### src/rtl/seg_stepper_fsm.sv
// -----------------------------------------------------------------------------
// seg_stepper_fsm
//
// Steps a modulo-N state up or down once per slow tick and shows the current
// state on one active-low seven-segment digit (hex glyphs 0..F).
//
// The system clock is divided by DIV into a one-cycle step tick. On a tick
// with en high, the state moves up (x = 1) or down (x = 0) and wraps at the
// ends of 0..N-1. A load strobe overrides stepping in any cycle.
//
// Parameters
//   DIV : system-clock cycles per step tick (2 .. 2**27)
//   N   : number of states (2 .. 16); states are 0..N-1
//
// Ports
//   clk      in   system clock
//   rst      in   synchronous, active-high reset
//   x        in   asynchronous direction switch, 1 = up, 0 = down
//   en       in   step enable, only looked at on tick cycles
//   load     in   load strobe, takes effect on the next edge
//   load_val in   value to load; values >= N load 0
//   state    out  current state, registered
//   seg      out  {a,b,c,d,e,f,g}, active-low, registered with state
//   tick     out  one-cycle pulse per step period
//   wrap     out  one-cycle pulse when a step wraps around the ends
// -----------------------------------------------------------------------------
module seg_stepper_fsm #(
  parameter int DIV = 20000000,
  parameter int N   = 4
) (
  input  logic       clk,
  input  logic       rst,
  input  logic       x,
  input  logic       en,
  input  logic       load,
  input  logic [3:0] load_val,
  output logic [3:0] state,
  output logic [6:0] seg,
  output logic       tick,
  output logic       wrap
);

  localparam logic [26:0] DIV_LAST = 27'(DIV - 1);
  localparam logic [3:0]  LAST     = 4'(N - 1);
  // One bit wider than the state so that N = 16 is representable.
  localparam logic [4:0]  N_W      = 5'(N);

  typedef enum logic [1:0] {
    ACT_HOLD,
    ACT_LOAD,
    ACT_UP,
    ACT_DOWN
  } act_e;

  logic [26:0] div_cnt_q, div_cnt_d;
  logic        step_now;
  logic        tick_q;
  logic        x_meta_q, x_s_q;
  logic [3:0]  state_q, state_d;
  logic [6:0]  seg_q, seg_d;
  logic        wrap_q, wrap_d;
  logic [3:0]  cur;
  act_e        act;

  function automatic logic [6:0] seg_decode(input logic [3:0] v);
    logic [6:0] s;
    case (v)
      4'h0:    s = 7'b0000001;
      4'h1:    s = 7'b1001111;
      4'h2:    s = 7'b0010010;
      4'h3:    s = 7'b0000110;
      4'h4:    s = 7'b1001100;
      4'h5:    s = 7'b0100100;
      4'h6:    s = 7'b0100000;
      4'h7:    s = 7'b0001111;
      4'h8:    s = 7'b0000000;
      4'h9:    s = 7'b0000100;
      4'hA:    s = 7'b0001000;
      4'hB:    s = 7'b1100000;
      4'hC:    s = 7'b0110001;
      4'hD:    s = 7'b1000010;
      4'hE:    s = 7'b0110000;
      default: s = 7'b0111000;
    endcase
    return s;
  endfunction

  // ---- tick divider ---------------------------------------------------------
  assign step_now  = (div_cnt_q == DIV_LAST);
  assign div_cnt_d = step_now ? 27'd0 : div_cnt_q + 27'd1;

  always_ff @(posedge clk) begin
    if (rst) begin
      div_cnt_q <= 27'd0;
      tick_q    <= 1'b0;
    end else begin
      div_cnt_q <= div_cnt_d;
      tick_q    <= step_now;
    end
  end

  // ---- direction synchroniser -----------------------------------------------
  always_ff @(posedge clk) begin
    if (rst) begin
      x_meta_q <= 1'b0;
      x_s_q    <= 1'b0;
    end else begin
      x_meta_q <= x;
      x_s_q    <= x_meta_q;
    end
  end

  // ---- next state and display decode ----------------------------------------
  always_comb begin
    act     = ACT_HOLD;
    cur     = (state_q <= LAST) ? state_q : 4'd0;
    state_d = cur;
    wrap_d  = 1'b0;

    if (load) begin
      act = ACT_LOAD;
    end else if (step_now && en) begin
      act = x_s_q ? ACT_UP : ACT_DOWN;
    end

    // cur already folds any out-of-range state back to 0, so holding also
    // repairs a corrupted register on the next edge.
    case (act)
      ACT_LOAD: begin
        state_d = ({1'b0, load_val} < N_W) ? load_val : 4'd0;
      end
      ACT_UP: begin
        if (cur == LAST) begin
          state_d = 4'd0;
          wrap_d  = 1'b1;
        end else begin
          state_d = cur + 4'd1;
        end
      end
      ACT_DOWN: begin
        if (cur == 4'd0) begin
          state_d = LAST;
          wrap_d  = 1'b1;
        end else begin
          state_d = cur - 4'd1;
        end
      end
      default: begin
        state_d = cur;
      end
    endcase

    // Decoding the next state lets seg register on the same edge as state.
    seg_d = seg_decode(state_d);
  end

  // ---- state / display registers --------------------------------------------
  always_ff @(posedge clk) begin
    if (rst) begin
      state_q <= 4'd0;
      seg_q   <= 7'b0000001;
      wrap_q  <= 1'b0;
    end else begin
      state_q <= state_d;
      seg_q   <= seg_d;
      wrap_q  <= wrap_d;
    end
  end

  assign state = state_q;
  assign seg   = seg_q;
  assign tick  = tick_q;
  assign wrap  = wrap_q;

endmodule

### config.mk
export PLATFORM = sky130hd
export DESIGN_NAME = seg_stepper_fsm
export DESIGN_NICKNAME = d
export VERILOG_FILES = /design/src/rtl/seg_stepper_fsm.sv
export SDC_FILE = /design/constraint.sdc
export NUM_CORES = 1
export LEC_CHECK = 0
export ABC_AREA = 1
export BUFFER_PORTS_ARGS = -buffer_cell sky130_fd_sc_hd__clkbuf_2
export CAP_MARGIN = 20
export CORE_AREA = 2 2 88 73
export CTS_CLUSTER_SIZE = 8
export DETAILED_ROUTE_END_ITERATION = 12
export DIE_AREA = 0 0 90 75
export SYNTH_ARGS = -nofsm -noshare
export SYNTH_HDL_FRONTEND = slang
export SYNTH_SLANG_ARGS = --single-unit
### constraint.sdc
create_clock -name clk -period 3.1 [get_ports clk]
set_input_delay 0.93 -clock clk [delete_from_list [all_inputs] [get_ports clk]]
set_output_delay 0.93 -clock clk [all_outputs]
set_load 0.005 [all_outputs]
# == Yosys cells after proc, flatten, opt, wreduce, memory -nomap -nowiden ==
# Memories as Yosys holds them, arrays and structs flattened. A register that Yosys moved wholly into a read port is not among the register bits.
# Cells that the tools add are included.
# totals
ramBits,0
input_bits,9
regBits,35
mem_bits_ro,112
latchBits,0
n_memories,1
# classes
eq_ne,5
shift,0
bitwise,0
div,0
n_reduce_logical,3
n_mul,0
muxes,11
addsub,3
magnitude_cmp,2
# memory_table
name,depth,width,rd,rd_clocked_by_memory_dff,write_ports,line,source
(name not given),16,7,1,1,0,67,case (v)
# ops
op,n
27-bit by 1-bit adder with 27-bit output (second input constant),1
27-bit by 25-bit equality test with 1-bit output (second input constant),1
4-bit two-way mux,4
4-bit one-hot mux with 3 select lines,1
4-bit by 1-bit adder with 4-bit output (second input constant),1
2-bit equality test (second input constant),2
4-bit by 2-bit equality test with 1-bit output (second input constant),1
4-bit by 2-bit less-or-equal comparator with 1-bit output (second input constant),1
4-bit zero test,1
4-bit by 3-bit less-than comparator with 1-bit output (second input constant),1
2-bit two-way mux,2
4-bit by 1-bit subtractor with 4-bit output (second input constant),1
1-bit two-way mux,3
2-bit by 1-bit equality test with 1-bit output (second input constant),1
1-bit one-hot mux with 2 select lines,1
2-bit OR reduction,1
1-bit logical AND,1

# == Logic depth before layout (Yosys ltp) ==
# Gate-level depths: netlist of the first run.
# logic_depth
word_depth,6
ltp_mapped,17

# == Worst setup path before layout of the first run ==
# No wires, ideal clock.
# synth_timing
path_kind,input port to flip-flop
startpoint,input load
endpoint,"register seg_q[1], in the netlist seg[1]"
path_stages,11
setup_time_ps,113
path_slack_ps,1001
t_arrival_ps,1986
required_ps,2987
path_cell_list,inv_1 > nand3_2 > nand2_1 > nand3_2 > nand2_4 > inv_1 > ha_1 > nand2_1 > o21ai_0 > o21ai_1 > inv_1
# synth_via
elab_chain_cells,3
word_cells_on_any_way,5
# synth_rtl
element,line,source
from (decl),35,"input logic load,"
2-bit two-way mux *,120,if (load) begin
2-bit equality test or 2-bit by 1-bit equality test with 1-bit output (tied branches),128,case (act)
4-bit one-hot mux with 3 select lines *,128,
named net state_d[1],59,"logic [3:0] state_q, state_d;"
to (decl),60,"logic [6:0] seg_q, seg_d;"
# The timed path passes the listed nets; every way through them passes the cells marked *.
# A chain may end at the register's enable or synchronous reset.

# == Worst setup path in the final report of the first run ==
# layout_timing
startpoint,register div_cnt_q[0]
endpoint,"register seg_q[1], in the netlist seg[1]"
# layout_via
elab_chain_cells,6
word_cells_on_any_way,8
# layout_rtl
element,line,source
from (decl),55,"logic [26:0] div_cnt_q, div_cnt_d;"
from (signal assigned),97,div_cnt_q <= div_cnt_d;
27-bit by 25-bit equality test with 1-bit output *,89,assign step_now = (div_cnt_q == DIV_LAST);
1-bit logical AND *,122,end else if (step_now && en) begin
2-bit two-way mux *,122,
2-bit two-way mux *,120,
2-bit equality test or 2-bit by 1-bit equality test with 1-bit output (tied branches),128,
4-bit one-hot mux with 3 select lines *,128,
named net state_d[1],59,
# Marks and branches as above.

==> flow_metrics.tcl, run 1 <==
set metrics [dict create \
    start_kind "register" \
    netlist_area_um2 2281 \
    ys_seq_area_share_pct 36.86 \
    r2r_end "seg[1]$_SDFF_PP0_" \
    status "finished clean" \
    hold_viol 0 \
    layout_min_cycle_time_ns 2.348 \
    rsz0062_at_grt "false" \
    htreeDepth 2 \
    cts_resized 0 \
    antenna_found_initial 0 \
    ios 22 \
    max_freq_mhz 425.9 \
    layout_commonest_cell "nand2_1" \
    via_count 1886 \
    ant_nets 0 \
    drc 0 \
    clk_pin_slew_ns 0.07 \
    fin_tns_setup_ns 0 \
    wire_per_inst_um 10.80 \
    drive_gt1_share_pct 20.30 \
    place_hpwl_mm 3.429 \
    cts_num_sinks 42 \
    grt.total_usage_pct 14.46 \
    clk_path_buf_depth 2 \
    crit_path_end "seg[1]$_SDFF_PP0_" \
    synth_cell_types 39 \
    grt_pass1_wl_mm 7.741 \
    critPathMaxFanout 7 \
    finalSetupViolCount 0 \
    cts_setup_buffers 0 \
    design_power_total_w 0.0009504 \
    die_w_um 90 \
    rrSetupSlack_ns 0.75 \
    syn_avg_cell_area_um2 7.503 \
    start_util_pct 39.20 \
    globalRoute.totalOverflow 0 \
    area_delta_synth_final_pct 12.01 \
    clk_latency_ns 0.29 \
    root_buffer "clkbuf_8" \
    ys_ff_latch 42 \
    postCtsHoldBufs 0 \
    drt_wl_total_mm 4.438 \
    grt_pass1_vias 1704 \
    layout.filler_cells 606 \
    cts_tree "done" \
    routed_via_density 4.589 \
    period_share_pct 75.74 \
    r2r-start "div_cnt_q[0]$_SDFF_PP0_" \
    finalClockSkew_ns 0.004936 \
    place_congestion 0.8173 \
    p_leak_nw 1.161 \
    cts_buffers 5 \
    crit_arrival_ns 2.54 \
    r2r_cells 17 \
    first_iter_violations 69 \
    powerDensity_nw_per_um2 372.0 \
    fp.dieH_um 75 \
    drv_cap 0 \
    slew_violations 0 \
    required_ns 3.29 \
    dieArea_um2 6750 \
    slew_headroom_pct 76.37 \
    end_kind "register" \
    rows 25 \
    min_path_type "register to register" \
    critical_path_class "register to register" \
    syn_nets 323 \
    irDropWorstVdd_mv 0.1617 \
    grt_max_degree 19 \
    tightest_slew_ns 0.3539 \
    insertedDiodeCount 0 \
    dr.pass1.iters 5 \
    worstSetupStartpoint "div_cnt_q[0]$_SDFF_PP0_" \
    nets 349 \
    synthCells 304 \
    synth_warnings 0 \
    core_area_um2 5818 \
    layout_common_cells "58 x nand2_1, 42 x dfxtp_1, 40 x inv_1, 36 x nor2_1, 21 x clkbuf_2" \
    io_buffers 21 \
]
==> area by class of cell <==
class | instances | area (um^2) | share of cell area, %
multi-input cells | 211 | 1246 | 48.78
flip-flops and latches | 42 | 840.8 | 32.91
inverters | 49 | 185.2 | 7.248
repair buffers | 21 | 105.1 | 4.114
well taps | 81 | 101.3 | 3.967
clock buffers | 7 | 76.32 | 2.987
==> routing by layer <==
metal / GRT usage, % / wire length, um / up-vias
li1: - / - / 1020
met1: 19.42 / 2306 / 832
met2: 23.31 / 1922 / 30
met3: 3.904 / 169 / 4
met4: 4.103 / 40 / 0
met5: 0 / 0 / -
==> cells in the mapped netlist <==
cell,count,area [um^2]
nand2_1,58,217.7
nand3b_1,2,15.01
nand3_4,1,17.52
o21ai_1,3,15.01
nor2_1,36,135.1
a21oi_1,17,85.08
dfxtp_1,42,840.8
or2_2,1,6.260
o21bai_2,1,11.26
nand4_4,1,21.27
clkbuf_1,1,3.750
o22ai_1,1,6.260
o211ai_2,1,12.51
o21ai_0,7,35.03
nor3_4,1,16.27
inv_1,40,150.1
nor3b_1,2,15.01
a211oi_1,1,7.510
nand4_1,4,25.02
nor4_2,1,12.51
xnor2_1,2,17.52
nand2_2,6,37.54
nand3_2,3,30.03
ha_1,10,125.1
nor2_4,7,78.83
o21a_1,1,7.510
nor2_8,1,20.02
buf_2,1,5.000
inv_2,7,26.28
nor2_2,3,18.77
o211ai_1,2,15.01
nand2_4,4,45.04
clkinv_1,1,3.750
xor2_1,4,35.03
nor3_2,2,20.02
nand3_1,19,95.09
clkinv_2,1,5.000
a31oi_1,1,6.260
nor3_1,8,40.04
==> cell families (layout without fill, tap and decap cells) <==
| logic type | after synthesis | count (layout) | synth area share, % |
|---|---|---|---|
| XOR/XNOR | 6 | 6 | 2.304 |
| AO/OA/AOI/OAI | 35 | 35 | 8.831 |
| AND/OR/NAND/NOR | 160 | 160 | 38.01 |
| flip-flops | 42 | 42 | 36.86 |
| buffers and inverters | 51 | 77 | 8.502 |
| adder cells (fa/ha/maj) | 10 | 10 | 5.485 |
==> worst max-delay path, cell delays in order, from the launching register on <==
cell,delay [ns]
dfxtp_1,0.36
ha_1,0.17
nand2_1,0.10
nor2_4,0.15
nand2_4,0.11
clkinv_2,0.08
nand3_4,0.07
nor2_4,0.17
nand3_2,0.09
nand2_1,0.08
nand3_2,0.09
nand2_4,0.11
inv_1,0.09
ha_1,0.22
nand2_1,0.10
o21ai_0,0.09
o21ai_1,0.12
inv_1,0.04
==> worst min-delay path by stage <==
stage	start	endpoint	slack (ns)	cells after the start
CTS	x_meta_q$_SDFF_PP0_	x_s_q$_SDFF_PP0_	0.41	2
global placement	x_meta_q$_SDFF_PP0_	x_s_q$_SDFF_PP0_	0.40	2
finish	x_meta_q$_SDFF_PP0_	x_s_q$_SDFF_PP0_	0.40	2
floorplan	x_meta_q$_SDFF_PP0_	x_s_q$_SDFF_PP0_	0.39	2
detailed placement	x_meta_q$_SDFF_PP0_	x_s_q$_SDFF_PP0_	0.40	2
global route	x_meta_q$_SDFF_PP0_	x_s_q$_SDFF_PP0_	0.43	2
==> registers in the layout (all words and copies together) (netlist names) <==
| name | count |
|---|---|
| x_s_q | 1 |
| state | 4 |
| x_meta_q | 1 |
| wrap | 1 |
| tick | 1 |
| seg | 7 |
| div_cnt_q | 27 |
==> report_power, final <==
group / total, W / switching (W) / leakage [nW] / internal (W)
combinational: 0.0000666 / 0.0000431 / 0.783 / 0.0000235
sequential: 0.000552 / 0.00000399 / 0.340 / 0.000548
clock: 0.000332 / 0.000177 / 0.0383 / 0.000155
total: 0.000950 / 0.000224 / 1.16 / 0.000727
==> stage by stage <==
step | instances | hold WS [ns] | cell area (um^2) | util [%] | setup slack [ns]
final | 411 | 0.4020 | 2555 | 43.91 | 0.7522
after global placement | 404 | 0.3963 | 2479 | 42.60 | 0.7701
after floorplan | 304 | 0.3883 | 2281 | - | 1.001
after detailed placement | 404 | 0.3953 | 2479 | 42.60 | 0.7061
after CTS | 411 | 0.4063 | 2555 | 43.91 | 0.7627
after global routing | 411 | 0.4291 | 2555 | 43.91 | 0.4998
Note: power is estimated with default switching activity, not from simulation.
==> run 2: changes to the inputs <==
==> constraint.sdc (replaced) <==
create_clock -name clk -period 1.93 [get_ports clk]
set_input_delay 0.579 -clock clk [delete_from_list [all_inputs] [get_ports clk]]
set_output_delay 0.579 -clock clk [all_outputs]
set_load 0.005 [all_outputs]
==> flow_metrics.tcl, run 2 (synthesis gave the netlist of run 1 again) <==
set metrics [dict create \
    cts_buffers 5 \
    wire_per_inst_um 11.04 \
    largest_reg_flops 27 \
    slowest_delay_ns 0.36 \
    clk_latency_ns 0.31 \
    dieArea_um2 6750 \
    rsz0062_at_grt "true" \
    critPathMaxFanout 6 \
    ant_nets 0 \
    slew_violations 0 \
    layout_commonest_cell "nand2_1" \
    fp.dieH_um 75 \
    drive_gt1_share_pct 39.84 \
    post-place-ws_ns -0.09032 \
    r2r-start "div_cnt_q[0]$_SDFF_PP0_" \
    crit_slowest_cell "dfxtp_2" \
    clk_path_buf_depth 2 \
    dr.pass1.iters 4 \
    ios 22 \
    grt_max_degree 19 \
    min_from "x_meta_q$_SDFF_PP0_" \
    grt_pass1_wl_mm 8.549 \
    min_path_type "register to register" \
    p_leak_nw 1.447 \
    design_power_total_w 0.001648 \
    grt_pass1_vias 1937 \
    area_delta_synth_final_pct 37.90 \
    rows 25 \
    crit_buf_inv 3 \
    path_common_cell "nand2_4" \
    rrSetupSlack_ns -0.02 \
    slew_headroom_pct 82.24 \
    critical_path_class "register to register" \
    first_iter_violations 65 \
    powerDensity_nw_per_um2 524.0 \
    end_kind "register" \
    r2r_cells 17 \
    die_w_um 90 \
    fin_ws_ns -0.02297 \
    start_kind "register" \
    drt_wl_total_mm 5.132 \
    period_share_pct 101.2 \
    violations "setup timing" \
    irDropWorstVdd_mv 0.2838 \
    dp_cells 449 \
    place_hpwl_mm 3.777 \
    htreeDepth 2 \
    nets 402 \
    worstSetupStartpoint "div_cnt_q[0]$_SDFF_PP0_" \
    layout.filler_cells 561 \
    start_util_pct 39.20 \
    ff_latch_area_um2 844.6 \
    crit_arrival_ns 2.17 \
    required_ns 2.15 \
    root_buffer "clkbuf_8" \
    cts_tree "done" \
    cts_num_sinks 42 \
    hold_viol 0 \
    globalRoute.totalOverflow 0 \
    core_area_um2 5818 \
    final-instance-count-excl-fill 465 \
    antenna_found_initial 0 \
    regMostFlops "div_cnt_q" \
    io_buffers 21 \
    layout_common_cells "53 x nand2_1, 52 x buf_4, 39 x dfxtp_1, 37 x inv_1, 28 x nor2_1" \
    finalSetupViolCount 3 \
    postCtsHoldBufs 0 \
    finalClockSkew_ns 0.01439 \
    insertedDiodeCount 0 \
    place_congestion 0.8808 \
    max_freq_mhz 512.0 \
    drc 0 \
    drv_cap 0 \
    tightest_slew_ns 0.2644 \
    multi_input_area_um2 1401 \
    worst-path-stages 17 \
    holdPathStages 2 \
    status "finished with violations" \
    path_cells "ha_4 > nand2_4 > nor2_4 > nand2_4 > clkinv_4 > nand3_4 > nor2_4 > nand3_2 > nand2_2 > nand3_2 > nand2_4 > inv_4 > ha_4 > nand2_2 > o21ai_1 > o21ai_1 > inv_1" \
    path_delay_family "simple AND/OR/NAND/NOR gates" \
    clk_pin_slew_ns 0.09 \
    grt.total_usage_pct 16.04 \
    layout_min_cycle_time_ns 1.953 \
    routed_via_density 4.495 \
    via_count 2090 \
]
## run 2: final cells by class
type,count,area share [%]
tap,81,3.222
timing repair buffer,74,16.11
clock buffer,6,2.625
multi-input combinational,211,44.55
clock inverter,2,0.3978
inverter,49,6.245
sequential,42,26.85
## run 2: report_power, final
part / internal, W / leakage [nW] / switching [W]
Sequential: 0.000881 / 0.341 / 0.00000917
Combinational: 0.0000604 / 1.06 / 0.0000854
Clock: 0.000288 / 0.0472 / 0.000324
Total: 0.00123 / 1.45 / 0.000419
## run 2: stage by stage
step	hold WS, ns	utilization [%]	instance area, um^2	TNS [ns]
2_1_floorplan	0.3883	-	2333	-0.1842
4_1_cts	0.4084	52.77	3070	-0.01593
6_report	0.4064	54.06	3146	-0.04344
5_1_grt	0.4434	54.06	3146	-1.007
3_3_place_gp	0.3934	49.31	2869	-0.04363
3_5_place_dp	0.3962	49.31	2869	-0.2793
## run 2: timing repair
| item | 4_1_cts | 5_1_grt |
|---|---|---|
| setup buffers | 6 | 2 |
| resized for setup | 13 | 20 |
| endpoints found under the setup margin | 6 | 11 |
| cloned | 0 | 0 |
| pin swaps | 17 | 17 |
## run 2: path summary, 6_finish.rpt
kind	endpoint
setup / recovery	seg[1]$_SDFF_PP0_
hold reg to reg	x_s_q$_SDFF_PP0_
setup reg to reg	seg[1]$_SDFF_PP0_
hold / removal	x_s_q$_SDFF_PP0_
## run 2: per-layer routing
layer / share of wire, % / GRT usage, %
met5: 0 / 0
met4: 2.0 / 7.863
met3: 2.8 / 3.504
met2: 46 / 27.40
met1: 49 / 19.77
## run 2: worst min-delay path, delay by kind of cell (launching register included)
kind / cells / cell delay [ns]
AND/OR/NAND/NOR: 1 / 0.03
flip-flops: 1 / 0.30
buffers and inverters: 1 / 0.04
==> run 3: changes to the inputs <==
--- a/config.mk
+++ b/config.mk
@@ -8,10 +8,13 @@
 export ABC_AREA = 1
 export BUFFER_PORTS_ARGS = -buffer_cell sky130_fd_sc_hd__clkbuf_2
 export CAP_MARGIN = 20
-export CORE_AREA = 2 2 88 73
+export CELL_PAD_IN_SITES_DETAIL_PLACEMENT = 1
+export CELL_PAD_IN_SITES_GLOBAL_PLACEMENT = 2
+export CORE_AREA = 2 2 91 76
 export CTS_CLUSTER_SIZE = 8
 export DETAILED_ROUTE_END_ITERATION = 12
-export DIE_AREA = 0 0 90 75
+export DIE_AREA = 0 0 93 78
+export PLACE_DENSITY_LB_ADDON = 0.1
 export SYNTH_ARGS = -nofsm -noshare
 export SYNTH_HDL_FRONTEND = slang
 export SYNTH_SLANG_ARGS = --single-unit
==> constraint.sdc (replaced) <==
create_clock -name clk -period 2.4 [get_ports clk]
set_input_delay 0.72 -clock clk [delete_from_list [all_inputs] [get_ports clk]]
set_output_delay 0.72 -clock clk [all_outputs]
set_load 0.005 [all_outputs]
==> flow_metrics.tcl, run 3 (synthesis gave the netlist of run 1 again) <==
set metrics [dict create \
    combPwrFrac_pct 8.5 \
    tightest_slew_ns 0.3716 \
    drt_wl_total_mm 5.488 \
    power_frac_clock_pct 34.8 \
    switching_share_pct 25.00 \
    core_area_um2 6246 \
    critPathMaxFanout 7 \
    rows 26 \
    hold_viol 0 \
    ios 22 \
    design_power_total_w 0.001261 \
    drc 0 \
    final-instance-count-excl-fill 426 \
    grt_pass1_vias 2012 \
    grt.total_usage_pct 16.31 \
    ant_nets 0 \
    pwr-share-seq_pct 56.6 \
    insertedDiodeCount 0 \
    fp.dieH_um 78 \
    layout.filler_cells 814 \
    clk_path_buf_depth 2 \
    dieArea_um2 7254 \
    max_freq_mhz 452.0 \
    powerDensity_nw_per_um2 464.8 \
    slew_headroom_pct 75.19 \
    end_kind "register" \
    routed_via_density 4.688 \
    globalRoute.totalOverflow 0 \
    post-place-ws_ns 0.08830 \
    regMostFlops "div_cnt_q" \
    layout_commonest_cell "nand2_1" \
    die_w_um 93 \
    finalSetupViolCount 0 \
    nets 361 \
    start_kind "register" \
    grt_pass1_wl_mm 9.425 \
    dr.pass1.iters 4 \
    grt_max_degree 19 \
    cts_buffers 5 \
    status "finished clean" \
    critical_path_class "register to register" \
    p_int_w 0.0009456 \
    clk_latency_ns 0.29 \
    drive_gt1_share_pct 27.19 \
    min_path_type "register to register" \
    p_leak_nw 1.220 \
    via_count 1997 \
    layout_common_cells "56 x nand2_1, 40 x dfxtp_1, 39 x inv_1, 32 x nor2_1, 21 x clkbuf_2" \
    place_hpwl_mm 4.216 \
    antenna_found_initial 0 \
    drv_cap 0 \
    crit_arrival_ns 2.40 \
    p_switching_w 0.0003152 \
    htreeDepth 2 \
    dp_cells 411 \
    first_iter_violations 53 \
    required_ns 2.59 \
    place_congestion 0.7815 \
    start_util_pct 36.52 \
    finalClockSkew_ns 0.007763 \
    cts_num_sinks 42 \
    wire_per_inst_um 12.88 \
    cts_tree "done" \
    postCtsHoldBufs 0 \
    irDropWorstVdd_mv 0.2230 \
    root_buffer "clkbuf_8" \
    largest_reg_flops 27 \
    layout_min_cycle_time_ns 2.212 \
    io_buffers 21 \
    slew_violations 0 \
    area_delta_synth_final_pct 18.92 \
    period_share_pct 92.18 \
    fin_ws_ns 0.1877 \
    clk_pin_slew_ns 0.08 \
]
run 3: cell count changes in the layout (fill, tap and decap cells not counted), moves of 3 or more:
cell and change:
inv_4 -3, nor2_4 -4, nor2_1 +4, nand3_2 -3, nand2_1 +3, nand3_1 +3, buf_4 -40
run 3: worst max-delay path: stages (launching register included):
cell and delay, ns:
dfxtp_2 0.34, ha_2 0.18, nand2_2 0.07, nor2_4 0.15, nand2_4 0.10, clkinv_2 0.08
nand3_4 0.07, nor2_4 0.10, nand3_2 0.08, nand2_2 0.08, nand3_2 0.09, nand2_4 0.13
inv_2 0.07, ha_4 0.17, nand2_1 0.11, o21ai_1 0.09, o21ai_1 0.14, inv_1 0.05
run 3: worst paths after layout:
path,startpoint,to,slack (ns),depth (start not counted)
worst min-delay path,div_cnt_q[25]$_SDFF_PP0_,div_cnt_q[25]$_SDFF_PP0_,0.43,1
worst min register to register,div_cnt_q[25]$_SDFF_PP0_,div_cnt_q[25]$_SDFF_PP0_,0.43,1
worst max-delay path,div_cnt_q[0]$_SDFF_PP0_,seg[1]$_SDFF_PP0_,0.19,17
worst max register to register,div_cnt_q[0]$_SDFF_PP0_,seg[1]$_SDFF_PP0_,0.19,17
run 3: cell type report:
type / count / area [um^2] / area share (%)
inverter: 49 / 185.2 / 6.827
sequential: 42 / 843.3 / 31.09
clock inverter: 2 / 10.01 / 0.3690
multi-input combinational: 211 / 1305 / 48.11
clock buffer: 5 / 68.82 / 2.537
timing repair buffer: 33 / 195.2 / 7.196
tap: 84 / 105.1 / 3.875
run 3: per-stage QoR:
stage	hold WS, ns	setup TNS (ns)	util (%)	area, um^2
floorplan	0.3883	0	-	2281
global placement	0.4099	0	40.22	2512
detailed placement	0.4119	0	40.22	2512
CTS	0.4312	0	41.49	2591
global route	0.4623	-0.02662	43.43	2713
finish	0.4304	0	43.43	2713
run 3: what timing repair did:
action                                 CTS  global route
endpoints found under the hold margin    0             0
gates resized for setup                  0            16
setup buffers                            0             8
setup endpoints to repair                0             6
run 3: routing by layer:
| metal | global-route usage, % | routed length, um | part of all wire, % |
|---|---|---|---|
| met4 | 4.412 | 49 | 0.89 |
| met1 | 23.87 | 2955 | 54 |
| met5 | 0 | 0 | 0 |
| met2 | 24.06 | 2292 | 42 |
| met3 | 3.592 | 190 | 3.5 |
run 3: power by group through the flow:
stage / logic [W] / registers [W] / clock network, W
2_1_floorplan: 0.0000587 / 0.000729 / 0
5_1_grt: 0.000125 / 0.000716 / 0.000499
3_3_place_gp: 0.0000941 / 0.000729 / 0
6_report: 0.000107 / 0.000714 / 0.000439
4_1_cts: 0.0000934 / 0.000714 / 0.000467
3_5_place_dp: 0.0000925 / 0.000730 / 0
